`src/rtl/hazard_forward_unit.sv`:
```
// hazard_forward_unit: tracks in-flight destination registers, picks forward sources and raises load-use stalls
module hazard_forward_unit #(
   parameter int REG_NUM_WIDTH = 5,
   parameter int NUM_READ      = 2,
   parameter int DEPTH         = 2,
   parameter int FLUSH_DEPTH   = 1,
   parameter int SEL_WIDTH     = 2
) (
   input  logic                              clk,
   input  logic                              rst,
   input  logic                              hold,
   input  logic                              flush,
   input  logic                              id_valid,
   input  logic [NUM_READ*REG_NUM_WIDTH-1:0] rd_num,
   input  logic [NUM_READ-1:0]               rd_used,
   input  logic [REG_NUM_WIDTH-1:0]          wr_num,
   input  logic                              wr_en,
   input  logic                              wr_is_load,
   output logic [NUM_READ*SEL_WIDTH-1:0]     fwd_sel,
   output logic                              load_use_stall,
   output logic [31:0]                       stall_count
);
   logic [DEPTH:1]            v;
   logic [DEPTH:1]            ld;
   logic [REG_NUM_WIDTH-1:0]  num [1:DEPTH];
   logic [NUM_READ*SEL_WIDTH-1:0] raw_sel;
   logic                      stall_c;

   function automatic logic hit(input int i, input int k);
      return rd_used[i] && (rd_num[i*REG_NUM_WIDTH +: REG_NUM_WIDTH] != '0) && v[k] &&
             (num[k] == rd_num[i*REG_NUM_WIDTH +: REG_NUM_WIDTH]);
   endfunction

   // scanning oldest to youngest lets the youngest producer overwrite the select
   always_comb begin
      raw_sel = '0;
      stall_c = 1'b0;
      for (int i = 0; i < NUM_READ; i++) begin
         for (int k = DEPTH; k >= 1; k--)
            if (hit(i, k)) raw_sel[i*SEL_WIDTH +: SEL_WIDTH] = SEL_WIDTH'(k);
         stall_c = stall_c | (id_valid & hit(i, 1) & ld[1]);
      end
   end

   assign load_use_stall = stall_c;
   assign fwd_sel        = stall_c ? '0 : raw_sel;

   always_ff @(posedge clk) begin
      if (rst) begin
         v           <= '0;
         stall_count <= '0;
      end else if (!hold) begin
         for (int k = DEPTH; k > 1; k--) begin
            v[k]   <= v[k-1] & ~(flush & (k <= FLUSH_DEPTH));
            num[k] <= num[k-1];
            ld[k]  <= ld[k-1];
         end
         // a stalled decode becomes the bubble; a flushed one is squashed
         v[1]   <= id_valid & wr_en & (wr_num != '0) & ~stall_c & ~flush;
         num[1] <= wr_num;
         ld[1]  <= wr_is_load;
         if (stall_c && stall_count != '1) stall_count <= stall_count + 32'd1;
      end
   end
endmodule

```
`config.mk`:
```
export PLATFORM = sky130hd
export DESIGN_NAME = hazard_forward_unit
export DESIGN_NICKNAME = d
export VERILOG_FILES = /design/src/rtl/hazard_forward_unit.sv
export SDC_FILE = /design/constraint.sdc
export NUM_CORES = 1
export LEC_CHECK = 0
export ABC_AREA = 1
export CORE_UTILIZATION = 40
export DETAILED_ROUTE_END_ITERATION = 6
export HOLD_SLACK_MARGIN = 0.06
export PLACE_DENSITY = 0.66
export SLEW_MARGIN = 25
export SYNTH_ARGS = -nofsm -noshare
export SYNTH_HDL_FRONTEND = slang
export SYNTH_SLANG_ARGS = --single-unit
```
`constraint.sdc`:
```
create_clock -name clk -period 2.1 [get_ports clk]
set_clock_uncertainty 0.15 [all_clocks]
set_input_delay 0.21 -clock clk [delete_from_list [all_inputs] [get_ports clk]]
set_output_delay 0.21 -clock clk [all_outputs]
set_load 0.05 [all_outputs]
```
# Word-level counts from Yosys, hierarchy flattened
# Memories as Yosys holds them, arrays and structs flattened.
# Cells that the tools add are included.
classes:
  add_sub_neg: 1
  eq_ne: 5
  n_mux: 8
  n_bitwise: 13
  reduce_logical: 16
op_table:
  columns: ["cell", "count"]
  rows:
  - ["adder 32 x 1 -> 32 bit (second input constant)", 1]
  - ["!= test 32 bit (second input constant)", 1]
  - ["equality test 5 bit", 4]
  - ["nonzero test 5 bit", 3]
  - ["logical AND 1 bit", 11]
  - ["AND 1 bit", 8]
  - ["2-to-1 mux 2 bit", 4]
  - ["2-to-1 mux 4 bit", 1]
  - ["NOT 1 bit", 4]
  - ["AND reduction 2 bit", 2]
  - ["2-to-1 mux 1 bit", 3]
  - ["bitwise OR 1 bit", 1]
word_totals:
  register_bits: 35
  ramBits: 10
  input_bits: 24
  output_inout_bits: 37
  memories: 1
mem_list:
  columns: ["name", "words", "word_bits", "rd", "rd_ports_with_merged_regs", "write_ports", "line", "source"]
  rows:
  - ["num", 2, 5, 2, 0, 2, "25", "logic [REG_NUM_WIDTH-1:0] num [1:DEPTH];"]

# Longest topological paths before layout
# Gate-level depths: netlist (run 1).
logic_depth:
  word_depth: 10
  ltp_mapped: 13
  mapped_depth_nobuf: 12

# Worst setup path after synthesis (run 1)
# OpenSTA, ideal clock, no wires.
synth_path:
  path_kind: "reg-to-output"
  from: "memory num[1][3]"
  to: "output port fwd_sel[1]"
  t_arrival_ps: 1894
  required_ps: 1740
  slack_ps: -154
  path_stages_with_launch: 8
  cell_sequence: "edfxtp_1 o21ai_0 nor2_1 nand3_2 nand2_4 nand2_4 inv_1 nor2_1"
synth_lines:
  columns: ["element", "line", "source"]
  rows:
  - ["start: declaration", "25", null]
  - ["end: declaration", "19", "output logic [NUM_READ*SEL_WIDTH-1:0] fwd_sel,"]

==> results.md, run 1 <==
- The run finished with clean final reports.
- The final antenna-violating net count is 0.
- The first routing iteration left 135 violations.
- The main flop type after synthesis is sky130_fd_sc_hd__dfxtp_1.
- The path class of the lowest-slack min-delay path is flip-flop to flip-flop.
- The sequential fraction of the synthesis area is 38.8%.
- Entering global routing, the biggest net connects 36 pins.
- Dividing the final minimum period by the clock period gives a little over nine tenths.
- In the global route stage, overall resource usage came out at between 20% and 30%.
- At the pin with the least slew margin, the transition time is 0.522 ns.
- In the routed design, unresolved DRC markers number 0.
- The number of antenna violations at the first check in global routing is 0.
- The clock drives 45 sinks.
- Max-cap violations in this run came to 0.
- The max-slew violation count is 0.
- On the worst path, the slowest cell contributes a delay of 0.47 ns.
- Counting I/O delays and the setup requirement, the final critical path takes 2.05 ns.
- The total non-filler cell area in the finished layout is 3740 sq um.
- The floorplan has 29 rows.
- Synthesis handed over a netlist of 391 instances.
- The setup TNS after final layout is 0 ns.
- The worst setup margin is ~0.049 ns.
- Of all flip-flops after synthesis, the portion carrying an async set or reset was 0%.
- The worst setup path is of the flip-flop to primary output kind.
- Dividing the synthesized area by the synthesized cell count gives 6.66 sq um.
- After synthesis, the cell types taking the most area are sky130_fd_sc_hd__dfxtp_1, sky130_fd_sc_hd__nand2_1, sky130_fd_sc_hd__edfxtp_1.
- The final layout contains routed wiring with a total length of 6860 microns.
- The final-stage net count is 501.
- The largest total area in the synthesized netlist belongs to sky130_fd_sc_hd__dfxtp_1.
- In this run the static leakage power is around 1.5 nW.
- The slowest stage of the critical path is the sky130_fd_sc_hd__edfxtp_1 cell.
- The worst hold margin is roughly 0.31 ns.
- The final weighted congestion in routability-driven placement is 0.888.
- Clock-pin slew was measured on the worst setup and hold paths at 0.08 ns.
- Hold repair after CTS inserted 0 buffers.
- Counting flops with a built-in enable in the synthesized netlist gives 11.
- From bottom edge to top edge, the die measures 82.7 microns.
- Counting the fill cells in the layout gives 612.
- Before CTS, the worst setup slack after placement is -0.0468 ns.
- Port buffering added 60 buffers.
- Based on the critical path, the design can be clocked at up to 0.488 GHz.
- The count of H-tree levels built during CTS is 2.
- 61 I/O pins were placed.
- The area growth from synthesis to layout is 43.8%.
- The insertion delay of the later-clocked pin in the worst-skew pair is 0.30 ns.
- The first TritonRoute pass finished after 4 iterations.
- After floorplanning, the core was sized to cover 6310 sq um.
- The buffer type at the clock tree root is sky130_fd_sc_hd__clkbuf_8.
- The average via count per standard cell is 4.96.
- The via count of the first global-routing pass is 2397.
- Traced cell by cell, the critical path runs through a21oi_2, nand2_1, nor2_1, nand3_2, nand2_4, nand2_8, inv_6, buf_6, buf_12.
- Once placement finished, the instance area stood at 3460 sq um.
- The share of the synthesized area in the top cell type is about a quarter.
- The total of flip-flops plus latches after synthesis is 45.
- STA puts the critical path data arrival time at 1.69 ns.
- The die footprint is 6840 sq um.
- 0 antenna diodes ended up in the layout.
- IR analysis of the VDD net gives a maximum drop of 0.000265 V.
- The number of hold violations in the final report is 0.
- Summed over all nets, the half-perimeter wirelength after detailed placement is 4920 microns.
- The number of vias in the routed layout is 2742.
- The largest driver fanout on the critical path is 5.
- The worst setup path is launched from a flip-flop.
- STA classifies the critical path endpoint as a primary output.
- Yosys mapped the design onto 30 distinct sky130hd cell types.
- Summing all multi-input logic gate instances after layout gives 1420 sq um.
- The fraction of final layout cells with drive strength greater than 1 is 16.2%.
- The first global-routing pass estimated 10600 microns of wire.
- Setup violations remaining at the end of the flow were counted as 0.
- The average wire per standard cell is 12.4 microns.
- The headroom to the max-slew limit is 65.1%.
- TritonCTS built the clock tree.
- The number of warnings printed during yosys synthesis is 0.
- Summing all flip-flop and latch instances after layout gives 1020 sq um.
- The sum of overflow across all layers after global routing is 0.
- Setup repair after global routing could not meet its margin everywhere.
- In this run the cell area of the synthesized design comes to around 2600 sq um.
- The power density over the cells is ~430 nW/um^2.
- The post-synthesis net count is ~420.
- The buffer levels on the longest clock path is 2.
- STA puts the critical path data required time at 1.74 ns.
- TritonCTS created 5 clock buffers.
- Once the floorplan was initialized, standard cells occupied 41.2% of the core.
- From left edge to right edge, the die measures 82.7 microns.
[through the flow]
| stage | util, % | std cells | power [mW] |
|---|---|---|---|
| floorplan | - | 391 | 1.00 |
| global placement | 54.7 | 540 | 1.08 |
| detailed placement | 54.7 | 540 | 1.08 |
| CTS | 56.3 | 548 | 1.64 |
| global route | 59.3 | 553 | 1.69 |
| finish | 59.3 | 553 | 1.63 |
[Yosys cell counts (3+ instances only)]
cell / count
sky130_fd_sc_hd__nor4_1: 3
sky130_fd_sc_hd__edfxtp_1: 11
sky130_fd_sc_hd__nor2_1: 79
sky130_fd_sc_hd__buf_1: 3
sky130_fd_sc_hd__inv_2: 5
sky130_fd_sc_hd__a21oi_1: 25
sky130_fd_sc_hd__dfxtp_1: 34
sky130_fd_sc_hd__nand4_1: 14
sky130_fd_sc_hd__nor3_1: 5
sky130_fd_sc_hd__nor2_2: 4
sky130_fd_sc_hd__nand3_1: 41
sky130_fd_sc_hd__xor2_1: 5
sky130_fd_sc_hd__inv_1: 47
sky130_fd_sc_hd__nand2_1: 90
sky130_fd_sc_hd__buf_6: 4
[worst paths after layout]
| path | end | start | slack (ns) | depth (start not counted) |
|---|---|---|---|---|
| max | load_use_stall | num[1][3]$_DFFE_PP_ | 0.05 | 9 |
| min | v[1]$_SDFFE_PP0N_ | v[1]$_SDFFE_PP0N_ | 0.31 | 2 |
| max reg2reg | stall_count[2]$_SDFFE_PP0P_ | num[1][3]$_DFFE_PP_ | 0.05 | 12 |
| min reg2reg | v[1]$_SDFFE_PP0N_ | v[1]$_SDFFE_PP0N_ | 0.31 | 2 |
[critical path, delay by kind of cell (launching register included)]
family	cells	cell delay, ns
AO/OA/AOI/OAI	1	0.16
flip-flops	1	0.47
buffers and inverters	3	0.28
AND/OR/NAND/NOR	5	0.49
[cells by family after synthesis]
logic type | share of synthesized area (%)
DFF | 38.8
AOI/OAI and AO/OA | 6.44
adders and majority gates | 0.480
and+or+nand+nor | 42.1
buffers and inverters | 9.80
xor gates and xnor gates | 2.35
[registers in the layout (all words and copies together), names as in the netlist]
signal and cells:
ld 1, num 10, stall_count 32, v 2
[what timing repair did]
action	in CTS	in global routing
pin swaps	0	8
resized for setup	2	29
gates cloned	0	3
setup buffers	1	2
setup endpoints to repair	3	29
[area by class of cell]
class / count / share of cell area, %
Multi-Input combinational cell: 286 / 37.9
Sequential cell: 45 / 27.2
Timing Repair Buffer: 86 / 24.5
Inverter: 52 / 5.41
Tap cell: 77 / 2.57
Clock buffer: 6 / 2.21
Clock inverter: 1 / 0.167
[power breakdown]
part | internal [mW] | switching [mW] | leakage, nW
clock | 0.262 | 0.300 | 0.0476
sequential | 0.898 | 0.0120 | 0.379
combinational | 0.0743 | 0.0801 | 1.12
total | 1.23 | 0.392 | 1.54
[layout by cell type, fill, tap and decap left out, types with 2 or more instances in the layout]
master,count
sky130_fd_sc_hd__o21ai_0,2
sky130_fd_sc_hd__inv_1,45
sky130_fd_sc_hd__buf_4,20
sky130_fd_sc_hd__o21ai_1,2
sky130_fd_sc_hd__clkbuf_8,6
sky130_fd_sc_hd__nand2_2,2
sky130_fd_sc_hd__nand4_1,14
sky130_fd_sc_hd__inv_4,2
sky130_fd_sc_hd__nand3_1,34
sky130_fd_sc_hd__clkbuf_16,2
sky130_fd_sc_hd__a21oi_2,2
sky130_fd_sc_hd__edfxtp_1,11
sky130_fd_sc_hd__nor3_1,4
sky130_fd_sc_hd__inv_2,5
sky130_fd_sc_hd__clkdlybuf4s50_1,54
sky130_fd_sc_hd__nor4_1,2
sky130_fd_sc_hd__nand2_1,90
sky130_fd_sc_hd__dfxtp_4,2
sky130_fd_sc_hd__buf_6,2
sky130_fd_sc_hd__buf_12,7
sky130_fd_sc_hd__dfxtp_1,31
sky130_fd_sc_hd__nor2_2,8
sky130_fd_sc_hd__a21oi_1,23
sky130_fd_sc_hd__nand3_2,9
sky130_fd_sc_hd__nor2_4,2
sky130_fd_sc_hd__xnor2_1,2
sky130_fd_sc_hd__xor2_1,5
sky130_fd_sc_hd__nor2_1,74
[layer usage]
metal  vias up  track usage [%]  wire length [microns]
met2        79             32.6                   3140
met5         -                0                      0
met3         5             3.85                    385
li1       1424                -                      -
met4         0             6.55                     68
met1      1234             27.2                   3270
Power figures use the tool's default switching activity.
==> run 2: changes to the inputs <==
--- a/config.mk
+++ b/config.mk
@@ -6,10 +6,12 @@
 export NUM_CORES = 1
 export LEC_CHECK = 0
 export ABC_AREA = 1
-export CORE_UTILIZATION = 40
+export CELL_PAD_IN_SITES_DETAIL_PLACEMENT = 1
+export CELL_PAD_IN_SITES_GLOBAL_PLACEMENT = 2
+export CORE_UTILIZATION = 27
 export DETAILED_ROUTE_END_ITERATION = 6
 export HOLD_SLACK_MARGIN = 0.06
-export PLACE_DENSITY = 0.66
+export PLACE_DENSITY = 0.91
 export SLEW_MARGIN = 25
 export SYNTH_ARGS = -nofsm -noshare
 export SYNTH_HDL_FRONTEND = slang
==> results.md, run 2 (same netlist as run 1, synthesis figures left out) <==
- The type of the setup path with the least slack is flip-flop to primary output.
- The run finished with clean final reports.
- The register with the most flip-flops in the layout has 32 of them.
- The share of total power in combinational logic is approximately a tenth.
- Once the floorplan was initialized, standard cells occupied 28.0% of the core.
- The max-slew violation count came to 0.
- The power density over the cells is 427 nW/um^2.
- Once layout is done, the placed cells without fillers occupy 3810 sq um.
- TritonCTS built the clock tree.
- The final weighted congestion in routability-driven placement is 0.862.
- The final wirelength is 7940 microns.
- The largest driver fanout on the critical path is 4.
- For this design the static power due to leakage is 1.54 nW.
- Setup violations remaining at the end of the flow were counted as 0.
- The worst setup margin is 0.0387 ns.
- The count of input and output buffers is 60.
- The insertion delay of the later-clocked pin in the worst-skew pair is 0.30 ns.
- The average wire per standard cell is 13.1 microns.
- The analysis attributes to net switching a power of 0.407 mW.
- The die footprint is 10000 sq um.
- In this run the core area contains 35 standard-cell rows.
- Cell internal power was estimated by the tool at 1.22 mW.
- The final critical path takes up 98.2% of the cycle.
- Entering global routing, the biggest net connects 25 pins.
- The switching part of the total is 25.0%.
- The capturing element type of the critical path is a primary output.
- Data on the critical path is required at its endpoint by 1.74 ns.
- The H-tree was split into 2 levels.
- The final antenna-violating net count is 0.
- The standard cell core area is roughly 9300 sq um.
- The final core utilization is a little over 40%.
- The first routing iteration left 103 violations.
- For the pin with the worst max-slew slack, the measured transition is 0.534 ns.
- The largest registers in the layout are stall_count (32), num (10), v (2).
- From synthesis to final layout, the design area changed by 46.2%.
- The first-pass iteration count of the detailed router is 4.
- In the layout the commonest cells are sky130_fd_sc_hd__nand2_1, sky130_fd_sc_hd__nor2_1, sky130_fd_sc_hd__clkdlybuf4s50_1, sky130_fd_sc_hd__inv_1, sky130_fd_sc_hd__nand3_1.
- The number of clock buffers added by TritonCTS is 5.
- The fraction of power consumed by sequential logic is 56.2%.
- The final-stage net count is 500.
- The combined global-route utilization of all metal layers is 16.4%.
- The path class of the lowest-slack min-delay path is flip-flop to flip-flop.
- The buffer type at the clock tree root is sky130_fd_sc_hd__clkbuf_8.
- The via count of the first global-routing pass came to 2836.
- The worst-case IR drop observed on VDD is 0.000207 V.
- The number of vias in the routed layout is 2857.
- The layout has around 1200 filler cells.
- The clock transition at the register clock pins on the worst setup and hold paths after CTS is 0.08 ns.
- The number of antenna violations at the first check in global routing came to 0.
- The worst hold path depth is 2.
- The leading cell type in the layout, fill and taps excluded is sky130_fd_sc_hd__nand2_1.
- The headroom to the max-slew limit is 64.3%.
- The HPWL after detailed placement is 6240 microns.
- The clock passes through at most 2 buffers.
- The sum of overflow across all layers after global routing is 0.
- The I/O pin total is 61.
- The number of hold violations in the final report is 0.
- Setup repair after global routing could not meet its margin everywhere.
- Max-cap violations in this run came to 0.
- Counting cells, the worst reg-to-reg path comes to 12.
- The multi-input logic area is 1440 sq um.
- The average via count per standard cell is about 4.7.
- The total placed instance area is approximately 3600 sq um.
- The height of the die is between 100 and 150 microns.
- The worst slack at placement is -0.101 ns.
- The clock network is responsible for 33.4% of the overall power.
- The number of clock sinks is 45.
- The first global-routing pass estimated 13000 microns of wire.
- Data on the critical path arrives at its endpoint at 1.70 ns.
- The total DRC errors in the routed layout is 0.
- The register with the most flip-flops in the final layout is stall_count.
- Counting I/O delays and the setup requirement, the final critical path takes 2.06 ns.
- After layout, the design draws a total of 1.63 mW.
- The worst setup path is launched from a flip-flop.
- The fraction of final layout cells with drive strength greater than 1 is 17.2%.
- The count of antenna diodes in the layout is 0.
- The total area of sequential cells is 1020 sq um.
- The die width is 100 microns.
- Based on the critical path, the design can be clocked at up to 0.485 GHz.
- In this run, post-CTS hold repair placed 0 buffers.
run 2: cell count changes in the layout (fill, tap and decap cells not counted), sizes merged:
| cell | change |
|---|---|
| buf | +1 |
| clkbuf | -1 |
| clkdlybuf4s50 | -1 |
| clkinvlp | +1 |
| dlygate4sd2 | +1 |
| inv | -1 |
run 2: worst paths after layout:
| kind | start | to | slack (ns) |
|---|---|---|---|
| max | num[1][0]$_DFFE_PP_ | load_use_stall | 0.04 |
| min | v[1]$_SDFFE_PP0N_ | v[1]$_SDFFE_PP0N_ | 0.31 |
| max reg2reg | num[1][0]$_DFFE_PP_ | stall_count[5]$_SDFFE_PP0P_ | 0.08 |
| min reg2reg | v[1]$_SDFFE_PP0N_ | v[1]$_SDFFE_PP0N_ | 0.31 |
run 2: layer usage:
metal	up-vias	GRT usage [%]	wire length, microns	share of wire (%)
li1	1423	-	-	-
met1	1366	20.3	3650	46
met2	57	28.8	3910	49
met3	11	2.51	240	3.0
met4	0	5.57	132	1.7
met5	-	0	0	0
run 2: layout make-up:
class                           instances  area share (%)
Multi-Input combinational cell        286            37.9
Sequential cell                        45            26.7
Timing Repair Buffer                   85            23.7
Inverter                               52            5.26
Tap cell                              129            4.24
Clock buffer                            7            2.04
Clock inverter                          1           0.197
run 2: what timing repair did:
item                                    in CTS  in global routing
resized for setup                            9                 28
endpoints found under the hold margin        0                  0
buffers inserted                             2                  1
endpoints found under the setup margin       5                 29
pin swaps                                    4                  9
run 2: power groups by stage:
| stage | Sequential (mW) | Combinational, mW | Clock, mW |
|---|---|---|---|
| 2_1_floorplan | 0.929 | 0.0725 | 0 |
| 6_report | 0.915 | 0.168 | 0.544 |
| 3_5_place_dp | 0.934 | 0.158 | 0 |
| 3_3_place_gp | 0.933 | 0.153 | 0 |
| 5_1_grt | 0.917 | 0.185 | 0.604 |
| 4_1_cts | 0.914 | 0.162 | 0.572 |
run 2: critical path, stage by stage, from the launching register on:
cell	delay (ns)
sky130_fd_sc_hd__edfxtp_1	0.49
sky130_fd_sc_hd__nand2_2	0.12
sky130_fd_sc_hd__nand3_2	0.10
sky130_fd_sc_hd__nor2_1	0.13
sky130_fd_sc_hd__nand3_2	0.12
sky130_fd_sc_hd__nand2_4	0.11
sky130_fd_sc_hd__nand2_8	0.06
sky130_fd_sc_hd__inv_6	0.06
sky130_fd_sc_hd__buf_6	0.09
sky130_fd_sc_hd__buf_12	0.12
run 2: metrics by stage:
| stage | cells | TNS (ns) | hold slack (ns) |
|---|---|---|---|
| 3_3_place_gp | 594 | -0.0411 | 0.299 |
| 2_1_floorplan | 391 | -0.308 | 0.124 |
| 4_1_cts | 604 | 0 | 0.306 |
| 5_1_grt | 605 | -0.689 | 0.305 |
| 6_report | 605 | 0 | 0.311 |
| 3_5_place_dp | 594 | -2.10 | 0.307 |
==> run 3: changes to the inputs <==
--- a/config.mk
+++ b/config.mk
@@ -10,7 +10,7 @@
 export CELL_PAD_IN_SITES_GLOBAL_PLACEMENT = 2
 export CORE_UTILIZATION = 27
 export DETAILED_ROUTE_END_ITERATION = 6
-export HOLD_SLACK_MARGIN = 0.06
+export HOLD_SLACK_MARGIN = 0.03
 export PLACE_DENSITY = 0.91
 export SLEW_MARGIN = 25
 export SYNTH_ARGS = -nofsm -noshare
==> results of run 3 <==
Final layout, timing and power as in run 2 (identical DEF).
